===== src/rtl/module_alu_multicycle.sv =====
// Registered ALU with a start/done handshake. Single-cycle logic/arith ops, plus iterative
// shift-add MUL and restoring unsigned DIV/REM that take WIDTH steps.
module module_alu_multicycle #(
  parameter int unsigned WIDTH = 16
) (
  input  logic             clk,
  input  logic             rst,
  input  logic             start,
  input  logic [3:0]       alu_op,
  input  logic [WIDTH-1:0] alu_in1,
  input  logic [WIDTH-1:0] alu_in2,
  output logic             busy,
  output logic             done,
  output logic [WIDTH-1:0] alu_result,
  output logic             flag_z,
  output logic             flag_n,
  output logic             flag_c,
  output logic             flag_v,
  output logic             div0
);
  localparam int unsigned SHW = $clog2(WIDTH);

  localparam logic [3:0] OpAdd = 4'd0,  OpSub = 4'd1,  OpAnd = 4'd2,  OpOr  = 4'd3;
  localparam logic [3:0] OpXor = 4'd4,  OpNot = 4'd5,  OpSll = 4'd6,  OpSrl = 4'd7;
  localparam logic [3:0] OpSra = 4'd8,  OpSlt = 4'd9,  OpMul = 4'd10, OpDiv = 4'd11;
  localparam logic [3:0] OpRem = 4'd12;

  typedef enum logic [1:0] {StIdle, StIter, StExec, StDone} state_t;

  state_t           r_state;
  logic [3:0]       r_op;
  logic [WIDTH-1:0] r_a, r_b;
  logic [WIDTH:0]   r_acc;   // MUL partial product / DIV partial remainder
  logic [WIDTH-1:0] r_x;     // MUL multiplier (shifts right) / DIV dividend -> quotient
  logic [WIDTH-1:0] r_y;     // MUL multiplicand (shifts left)
  logic [SHW-1:0]   r_cnt;

  logic [WIDTH:0]   w_sum, w_dif, w_div_sh, w_div_try;
  logic [SHW-1:0]   w_sh_amt;
  logic [WIDTH-1:0] w_res;
  logic             w_c, w_v, w_div0, w_iter_op;

  assign w_iter_op = (alu_op == OpMul) || (alu_op == OpDiv) || (alu_op == OpRem);

  always_comb begin
    w_sum     = {1'b0, r_a} + {1'b0, r_b};
    w_dif     = {1'b0, r_a} + {1'b0, ~r_b} + {{WIDTH{1'b0}}, 1'b1};
    w_sh_amt  = r_b[SHW-1:0];
    w_div_sh  = {r_acc[WIDTH-1:0], r_x[WIDTH-1]};
    w_div_try = w_div_sh - {1'b0, r_b};
    w_res     = '0;
    w_c       = 1'b0;
    w_v       = 1'b0;
    w_div0    = 1'b0;
    case (r_op)
      OpAdd: begin
        w_res = w_sum[WIDTH-1:0];
        w_c   = w_sum[WIDTH];
        w_v   = (r_a[WIDTH-1] == r_b[WIDTH-1]) && (w_sum[WIDTH-1] != r_a[WIDTH-1]);
      end
      OpSub: begin
        w_res = w_dif[WIDTH-1:0];
        w_c   = ~w_dif[WIDTH];  // no carry out of a + ~b + 1 means a borrow
        w_v   = (r_a[WIDTH-1] != r_b[WIDTH-1]) && (w_dif[WIDTH-1] != r_a[WIDTH-1]);
      end
      OpAnd: w_res = r_a & r_b;
      OpOr:  w_res = r_a | r_b;
      OpXor: w_res = r_a ^ r_b;
      OpNot: w_res = ~r_a;
      OpSll: w_res = r_a << w_sh_amt;
      OpSrl: w_res = r_a >> w_sh_amt;
      OpSra: w_res = $unsigned($signed(r_a) >>> w_sh_amt);
      OpSlt: w_res = {{(WIDTH-1){1'b0}}, ($signed(r_a) < $signed(r_b))};
      OpMul: w_res = r_acc[WIDTH-1:0];
      OpDiv: begin
        w_res  = r_x;
        w_div0 = (r_b == '0);
      end
      OpRem: begin
        w_res  = r_acc[WIDTH-1:0];
        w_div0 = (r_b == '0);
      end
      default: w_res = '0;
    endcase
  end

  always_ff @(posedge clk or posedge rst) begin
    if (rst) begin
      r_state    <= StIdle;
      r_op       <= '0;
      r_a        <= '0;
      r_b        <= '0;
      r_acc      <= '0;
      r_x        <= '0;
      r_y        <= '0;
      r_cnt      <= '0;
      busy       <= 1'b0;
      done       <= 1'b0;
      alu_result <= '0;
      flag_z     <= 1'b0;
      flag_n     <= 1'b0;
      flag_c     <= 1'b0;
      flag_v     <= 1'b0;
      div0       <= 1'b0;
    end else begin
      case (r_state)
        StIdle: begin
          if (start) begin
            r_op    <= alu_op;
            r_a     <= alu_in1;
            r_b     <= alu_in2;
            r_acc   <= '0;
            r_x     <= alu_in1;
            r_y     <= alu_in2;
            r_cnt   <= '0;
            busy    <= 1'b1;
            r_state <= w_iter_op ? StIter : StExec;
          end
        end
        StIter: begin
          if (r_op == OpMul) begin
            if (r_x[0]) r_acc <= r_acc + {1'b0, r_y};
            r_x <= r_x >> 1;
            r_y <= r_y << 1;
          end else if (!w_div_try[WIDTH]) begin
            r_acc <= w_div_try;
            r_x   <= {r_x[WIDTH-2:0], 1'b1};
          end else begin
            r_acc <= w_div_sh;
            r_x   <= {r_x[WIDTH-2:0], 1'b0};
          end
          r_cnt <= r_cnt + 1'b1;
          if (r_cnt == SHW'(WIDTH - 1)) r_state <= StExec;
        end
        StExec: begin
          alu_result <= w_res;
          flag_z     <= (w_res == '0);
          flag_n     <= w_res[WIDTH-1];
          flag_c     <= w_c;
          flag_v     <= w_v;
          div0       <= w_div0;
          done       <= 1'b1;
          r_state    <= StDone;
        end
        default: begin
          done    <= 1'b0;
          busy    <= 1'b0;
          r_state <= StIdle;
        end
      endcase
    end
  end

endmodule


===== config.mk =====
export PLATFORM = sky130hd
export DESIGN_NAME = module_alu_multicycle
export DESIGN_NICKNAME = d
export VERILOG_FILES = /design/src/rtl/module_alu_multicycle.sv
export SDC_FILE = /design/constraint.sdc
export NUM_CORES = 1
export LEC_CHECK = 0
export CAP_MARGIN = 10
export CELL_PAD_IN_SITES_DETAIL_PLACEMENT = 0
export CELL_PAD_IN_SITES_GLOBAL_PLACEMENT = 1
export CORE_MARGIN = 10
export CORE_UTILIZATION = 40
export DETAILED_ROUTE_END_ITERATION = 16
export GPL_ROUTABILITY_DRIVEN = 0
export PLACE_DENSITY = 0.78
export SLEW_MARGIN = 10
export SYNTH_ARGS = -nofsm -noshare
export SYNTH_HDL_FRONTEND = slang
export SYNTH_SLANG_ARGS = --single-unit
export TNS_END_PERCENT = 1

===== constraint.sdc =====
create_clock -name clk -period 5.8 [get_ports clk]
set_clock_uncertainty 0.2 [all_clocks]
set_input_delay 1.16 -clock clk [delete_from_list [all_inputs] [get_ports clk]]
set_output_delay 1.16 -clock clk [all_outputs]
set_load 0.02 [all_outputs]

# After elaboration in Yosys (flattened, before gate mapping)
# Index checks and enable logic that the tools add are counted.
[op_classes]
addsub = 6
n_lt_le_gt_ge = 1
n_eq_ne = 26
shift = 3
n_mux = 25
bitwise_logic = 7
n_reduce_logical = 19
[ops]
columns = ["operator", "count"]
rows = [
  ["16-bit case mux with 12 select lines", 1],
  ["17-bit 2-to-1 mux", 4],
  ["16-bit 2-to-1 mux", 4],
  ["16-bit case mux with 2 select lines", 2],
  ["4-bit == test, second input constant", 9],
  ["16-bit by 16-bit adder with 17-bit output", 2],
  ["17-bit case mux with 2 select lines", 1],
  ["16-bit logical NOT", 2],
  ["16-bit inverter", 2],
  ["17-bit by 1-bit adder with 17-bit output, second input constant", 1],
  ["17-bit by 16-bit adder with 17-bit output", 1],
  ["17-bit by 16-bit subtractor with 17-bit output", 1],
  ["16-bit bitwise AND", 1],
  ["4-bit by 3-bit == test with 1-bit output, second input constant", 4],
  ["16-bit less-than comparator", 1],
  ["16-bit OR", 1],
  ["16-bit by 4-bit left shift with 16-bit output", 1],
  ["16-bit by 4-bit right shift with 16-bit output", 1],
  ["16-bit by 4-bit >>> shifter with 16-bit output", 1],
  ["16-bit XOR", 1],
  ["4-bit by 2-bit == test with 1-bit output, second input constant", 2],
  ["1-bit case mux with 2 select lines", 4],
  ["4-bit case mux with 2 select lines", 1],
  ["2-bit AND reduction", 4],
  ["other kinds (20)", 35],
]
[totals]
reg_bits = 114
output_inout_bits = 23
word_cells = 103

# Depth between registers and ports, before layout
# Gate-level depths: netlist (run 1).
[depth]
word_depth = 6
ltp_mapped = 16
mapped_depth_nobuf = 13

# Least setup slack after synthesis (run 1)
# No wires, ideal clock.
[synth_path]
kind = "reg-to-reg"
startpoint = "register r_b[1]"
endpoint = "register r_acc[14]"
arrival_time_ns = 3.754
required_time_ns = 5.479
path_slack_ns = 1.725
stages_incl_launch_ff = 17
n_path_buf = 5
period_less_slack_ns = 4.075
path_cell_list = "dfrtp_1 -> buf_6 -> buf_6 -> buf_6 -> buf_6 -> inv_1 -> fa_1 -> a211o_1 -> o211ai_1 -> a2111oi_0 -> o31a_1 -> o2111a_1 -> a211oi_1 -> buf_2 -> mux2i_1 -> nand2_1 -> a22o_1"
[synth_via]
elab_chain_len = 4
[synth_rtl]
columns = ["item", "line", "text"]
rows = [
  ["start: declaration", "32", "logic [WIDTH-1:0] r_a, r_b;"],
  ["start signal: assignment", "111", "r_b <= alu_in2;"],
  ["17-bit by 16-bit subtractor with 17-bit output", "50", "w_div_try = w_div_sh - {1'b0, r_b};"],
  ["17-bit 2-to-1 mux", "125", "end else if (!w_div_try[WIDTH]) begin"],
  ["17-bit 2-to-1 mux", "121", "if (r_op == OpMul) begin"],
  ["17-bit case mux with 2 select lines", "106", "case (r_state)"],
  ["end signal: assignment", "122", "if (r_x[0]) r_acc <= r_acc + {1'b0, r_y};"],
  ["end signal: assignment", "126", "r_acc <= w_div_try;"],
  ["end signal: assignment", "129", "r_acc <= w_div_sh;"],
  ["end: declaration", "33", "logic [WIDTH:0] r_acc;"],
]
# No other way between the ends.
# A chain may end at the register's enable or synchronous reset.

# Worst setup path after layout (run 1)
[layout_path]
startpoint = "register r_b[1]"
endpoint = "register flag_z"
[layout_via]
elab_chain_len = 5
word_cells_on_any_way = 13
cone_classes = "add/sub (3); order compare (1); shift (3); mux (1); bitwise (4); reduce/logical (1)"
[layout_rtl]
columns = ["item", "line", "text"]
rows = [
  ["16-bit inverter", "47", "w_dif = {1'b0, r_a} + {1'b0, ~r_b} + {{WIDTH{1'b0}}, 1'b1};"],
  ["16-bit by 16-bit adder with 17-bit output", "47", ""],
  ["17-bit by 1-bit adder with 17-bit output", "47", ""],
  ["16-bit case mux with 12 select lines (*)", "55", "case (r_op)"],
  ["16-bit logical NOT (*)", "137", "flag_z <= (w_res == '0);"],
  ["end signal: assignment", "137", ""],
  ["end: declaration", "15", "output logic flag_z,"],
]
# Every way passes the cells marked *; elsewhere a longest branch is shown, timed or not.

==> results of run 1 <==
## registers in the layout, summed over array words and instances (netlist names), 2 cells and up
| name | flops |
|---|---|
| alu_result | 16 |
| r_a | 16 |
| r_acc | 16 |
| r_b | 16 |
| r_cnt | 4 |
| r_op | 4 |
| r_state | 2 |
| r_x | 16 |
| r_y | 16 |
## final cells by class
type	instances	area [µm²]
clock buffers	10	239
well taps	378	473
multi-input cells	1078	7910
inverters	71	269
repair buffers	93	851
flip-flops and latches	112	2800
fillers	2764	15200
clock inverters	6	72.6
## cells in the final DEF (no fill, tap or decap), drive strengths merged, types with 7 or more instances in the layout
master / instances
xnor2: 21
clkdlybuf4s50: 61
mux4: 24
ha: 90
clkbuf: 10
o21ai: 92
nor2: 118
mux2i: 51
o22ai: 12
a22oi: 11
o211ai: 27
a21o: 14
a21oi: 100
a221o: 7
nand4: 10
nand3: 41
o2bb2ai: 7
a211oi: 20
nor4: 10
mux2: 58
a211o: 8
nand2b: 12
nand2: 121
a31oi: 11
nor2b: 18
a2111oi: 10
o31ai: 11
and3: 10
buf: 32
dfrtp: 112
o21a: 11
nor3: 40
inv: 72
## cells in the mapped netlist, drive strengths merged (8+ instances only)
cell type	n	area share, %
dfrtp	112	25
inv	69	2.3
o21ai	92	4.1
mux2	58	5.8
mux4	24	4.8
a31oi	11	0.61
nand2b	12	0.66
nor3	40	1.8
o211ai	27	1.8
nand2	121	4.0
nor2	118	3.9
o22ai	12	0.66
nor2b	18	0.99
a21oi	100	4.4
buf	34	1.7
a21o	14	0.93
o21a	11	0.73
xnor2	21	1.6
and3	10	0.55
ha	90	9.9
nand3	41	1.8
a2111oi	10	0.77
o31ai	11	0.73
clkbuf	59	2.0
a211o	8	0.62
nand4	10	0.55
nor4	10	0.55
mux2i	51	4.5
a22oi	11	0.73
a211oi	20	1.3
## cell families after synthesis
family / Yosys count
and+or+nand+nor: 417
DFF: 112
AOI/OAI and AO/OA: 408
buffers and inverters: 164
xor gates and xnor gates: 26
muxes: 133
adders and majority gates: 94
## path summary, 6_finish.rpt
check,endpoint,depth (start not counted),from
worst max-delay path,flag_z,10,r_b[1]
min in group asynchronous,busy,3,rst
worst min register to register,alu_result[1],1,alu_result[1]
worst min-delay path,alu_result[1],1,alu_result[1]
max in group asynchronous,r_b[1],3,rst
worst max register to register,flag_z,10,r_b[1]
## routing by layer
layer / up-vias / global-route usage, %
met3: 121 / 4.52
li1: 5035 / -
met2: 614 / 34.6
met5: - / 0
met4: 0 / 9.31
met1: 5419 / 30.1
## through the flow
step	cell area [µm²]	hold slack [ps]
final	12600	298
after global routing	12600	311
after CTS	12600	303
after detailed placement	12300	281
after global placement	12300	270
after floorplan	11300	286
==> impl_metrics.toml, run 1 <==
[sta]
hold_viol = 0
min_period_ps = 4380
tightest_slew_ps = 1280
rsz0062_at_grt = "no"
max_slew_margin_pct = 12.5
max_freq_mhz = 228
layout_setup_ws_ps = 1420
min_period_over_period_pct = 75.5
finalSetupTns_ps = 0
slew_viol_final = 0
finalSetupViolations = 0

[floorplan]
die-area_mm2 = 0.0355
fp.dieH_um = 188
rows = 61
initial_core_util_pct = 40.7
io_pins = 62
core_area_mm2 = 0.0279
dieWidth_um = 188

[worst_setup_path]
critPathMaxStageDelay_ps = 1100
worst_path_max_delay_cell = "a2111oi_0"
startpoint_type = "register"
path_cells = "buf_4, mux4_2, mux2i_1, nor3_1, a2111oi_0, o211ai_1, nor2_2, nand3_1, or4_1, o32ai_2"
crit_family = "compound AO/OA/AOI/OAI gates"
crit_path_max_fanout = 45
crit_type = "reg2reg"
worst-path-buf-inv = 1
critPathRequiredTime_ps = 5890
critical_path_arrival_ps = 4470
worstSetupEndpointType = "register"
reg2reg_slack_ps = 1420

[drt]
ant_nets = 0
met2_length_um = 18200
wl_per_cell_um = 23.8
wl_met1_um = 17600
dr_total_vias = 11200
dr_wl_met3_um = 3640
viasPerCell = 6.40
wirelength_um = 41500
top_layer_used = "met4"
drcViolationCount = 0
firstDrtPassIters = 6
drtIter0Drc = 1417

[place]
io_buffers = 61
place_ws_ps = 1520
place_inst = 1732
hpwl_um = 31700

[synthesis]
syn-num-nets = 1487
async_reset_ff_share_pct = 100
synth_warnings = 0
synth_edf_count = 0
synth_compound_area_share_pct = 24.0
yosysSeqAreaShare_pct = 24.7
synthAdderAreaFrac_pct = 10.6
avgSynthCellArea_um2 = 8.38
synth_top_family_by_area = "compound AO/OA/AOI/OAI gates"
yosys.area_share.simple_pct = 17.5
syn_area_mm2 = 0.0113
synth_cells = 1354
ys_ff_latch = 112
synth_xor_area_share_pct = 2.01
synth.area.mux_share_pct = 15.1
synth_top_flop_cell = "dfrtp_1"
ys_types = 88

[clock_tree]
cts_sinks = 112
ctsLongestPathBuffers = 2
cts_buffers = 9
htreeDepth = 3
cts_resized = 0
cts-root-buf = "clkbuf_16"
clock_latency_ps = 380
path_clk_slew_ps = 100
cts_tree = "yes"
cts_hold_buf = 0
cts_setup_buffers = 0

[finish]
diodes = 0
fin_util_pct = 45.3
nets = 1498
instances_no_fill = 1748
drive_above_1_share_pct = 11.5
area_growth_pct = 11.2

[global_routing]
grt_overflow = 0
grt_pass1_wl_um = 63500
grt_usage_pct = 22.5
grt_pass1_vias = 10400
grt_start_max_net_pins = 59
antenna_found_initial = 0

[hold_path]
hp-class = "reg2reg"

[run_status]
outcome = "finished, final reports clean"

[job]
cap_violations = 0
Power of run 1 is not shown: default switching activity piles up to over one toggle a cycle in this logic, so the estimate is an artifact.
==> run 2: changes to the inputs <==
Settings changed: PLACE_DENSITY 0.78 to 0.81.
Clock period 5.8 ns to 3.6 ns, I/O delays scaled along.
==> impl_metrics.toml, run 2 (synthesized netlist as in run 1, its figures left out) <==
[worst_setup_path]
rr_worst_depth = 11
crit_path_max_fanout = 6
critPathRequiredTime_ps = 3700
rr_startpoint = "r_b[0]"
crit_path_end = "flag_z"
critPathLaunch = "r_b[0]"
r2r_end = "flag_z"
startpoint_type = "register"
reg2reg_slack_ps = 60
critical_path_arrival_ps = 3630
crit_type = "reg2reg"
worstSetupEndpointType = "register"

[clock_tree]
clock_latency_ps = 380
cts_tree = "yes"
ctsLongestPathBuffers = 2
cts_buffers = 9
path_clk_slew_ps = 90
cts_hold_buf = 0
cts-root-buf = "clkbuf_16"
cts_sinks = 112
htreeDepth = 3

[sta]
rsz0062_at_grt = "yes"
finalSetupViolations = 0
tightest_slew_ps = 941
hold_viol = 0
slew_viol_final = 0
min_period_ps = 3540
max_slew_margin_pct = 36.8
min_period_over_period_pct = 98.3
max_freq_mhz = 283

[drt]
wirelength_um = 43000
firstDrtPassIters = 6
wl_per_cell_um = 22.7
dr_total_vias = 11900
drtIter0Drc = 1699
viasPerCell = 6.26
drcViolationCount = 0
ant_nets = 0

[floorplan]
rows = 61
die-area_mm2 = 0.0355
core_area_mm2 = 0.0279
io_pins = 62
dieWidth_um = 188
fp.dieH_um = 188
initial_core_util_pct = 40.7

[hold_path]
hp-class = "reg2reg"

[place]
hpwl_um = 33600
io_buffers = 61

[global_routing]
grt_overflow = 0
grt_pass1_wl_um = 65600
antenna_found_initial = 3
grt_usage_pct = 23.2
grt_start_max_net_pins = 62
grt_pass1_vias = 11100

[finish]
layout_commonest_cell = "buf_4"
fin_util_pct = 51.1
drive_above_1_share_pct = 23.9
nets = 1645
final_cell_mix = "buf_4 (160), nand2_1 (120), nor2_1 (116), dfrtp_1 (104), a21oi_1 (95)"
diodes = 0
area_growth_pct = 25.5

[job]
cap_violations = 0

[run_status]
outcome = "finished, final reports clean"
run 2: cell count changes in the layout (fill, tap and decap cells not counted), sizes merged:
cell	before	now
buf	32	177
clkbuf	10	12
clkinvlp	0	3
inv	72	69
run 2: layout make-up:
class	instances	area [µm²]
fillers	2590	13600
multi-input cells	1078	8240
flip-flops and latches	112	2810
repair buffers	240	2130
well taps	378	473
inverters	71	278
clock buffers	10	239
clock inverters	6	72.6
run 2: timing repair:
action                     in CTS  in global routing
gates cloned                    0                  3
pin swaps                       2                 17
setup endpoints to repair       3                 16
setup buffers                   1                 14
resized for setup              14                 75
run 2: worst min-delay path by stage:
stage | startpoint | to | slack, ps | cells past startpoint
2_1_floorplan | r_x[11] | r_x[11] | 290 | 2
3_5_place_dp | alu_result[1] | alu_result[1] | 290 | 1
5_1_grt | busy | busy | 330 | 1
4_1_cts | busy | busy | 310 | 1
6_report | busy | busy | 300 | 1
3_3_place_gp | alu_result[1] | alu_result[1] | 260 | 1
run 2: worst max-delay path: stages, from the launching register on:
cell,delay (ps)
dfrtp_2,520
ha_2,240
fa_2,390
a211oi_4,330
o21a_1,210
nor4_2,90
or3b_2,510
a211o_1,300
o22ai_1,130
and3_1,200
nand3_1,100
o32ai_2,250
run 2: routing by layer:
metal	vias up	routed length (µm)	track usage, %	part of all wire (%)
met5	-	27	0	0.063
met4	4	2160	9.49	5.0
met3	152	4130	4.54	9.6
met2	712	18800	35.7	44
met1	5655	17900	31.2	42
li1	5349	-	-	-
run 2: per-stage QoR:
step | setup slack, ps | cell area [µm²] | hold WS, ps | TNS [ps] | cells
2_1_floorplan | -272 | 11400 | 286 | -3450 | 1354
3_3_place_gp | -267 | 13400 | 262 | -267 | 1861
3_5_place_dp | -302 | 13400 | 286 | -328 | 1861
4_1_cts | 0.226 | 13700 | 307 | 0 | 1878
5_1_grt | -51.6 | 14200 | 328 | -282 | 1895
6_report | 61.9 | 14200 | 301 | 0 | 1895
Power of run 2 is left out for the same reason.
==> run 3: changes to the inputs <==
Settings changed: SLEW_MARGIN 10 to 0.
==> results of run 3 <==
The final DEF is identical to that of run 2; final timing and power are the same.
Power of run 3 is left out for the same reason.
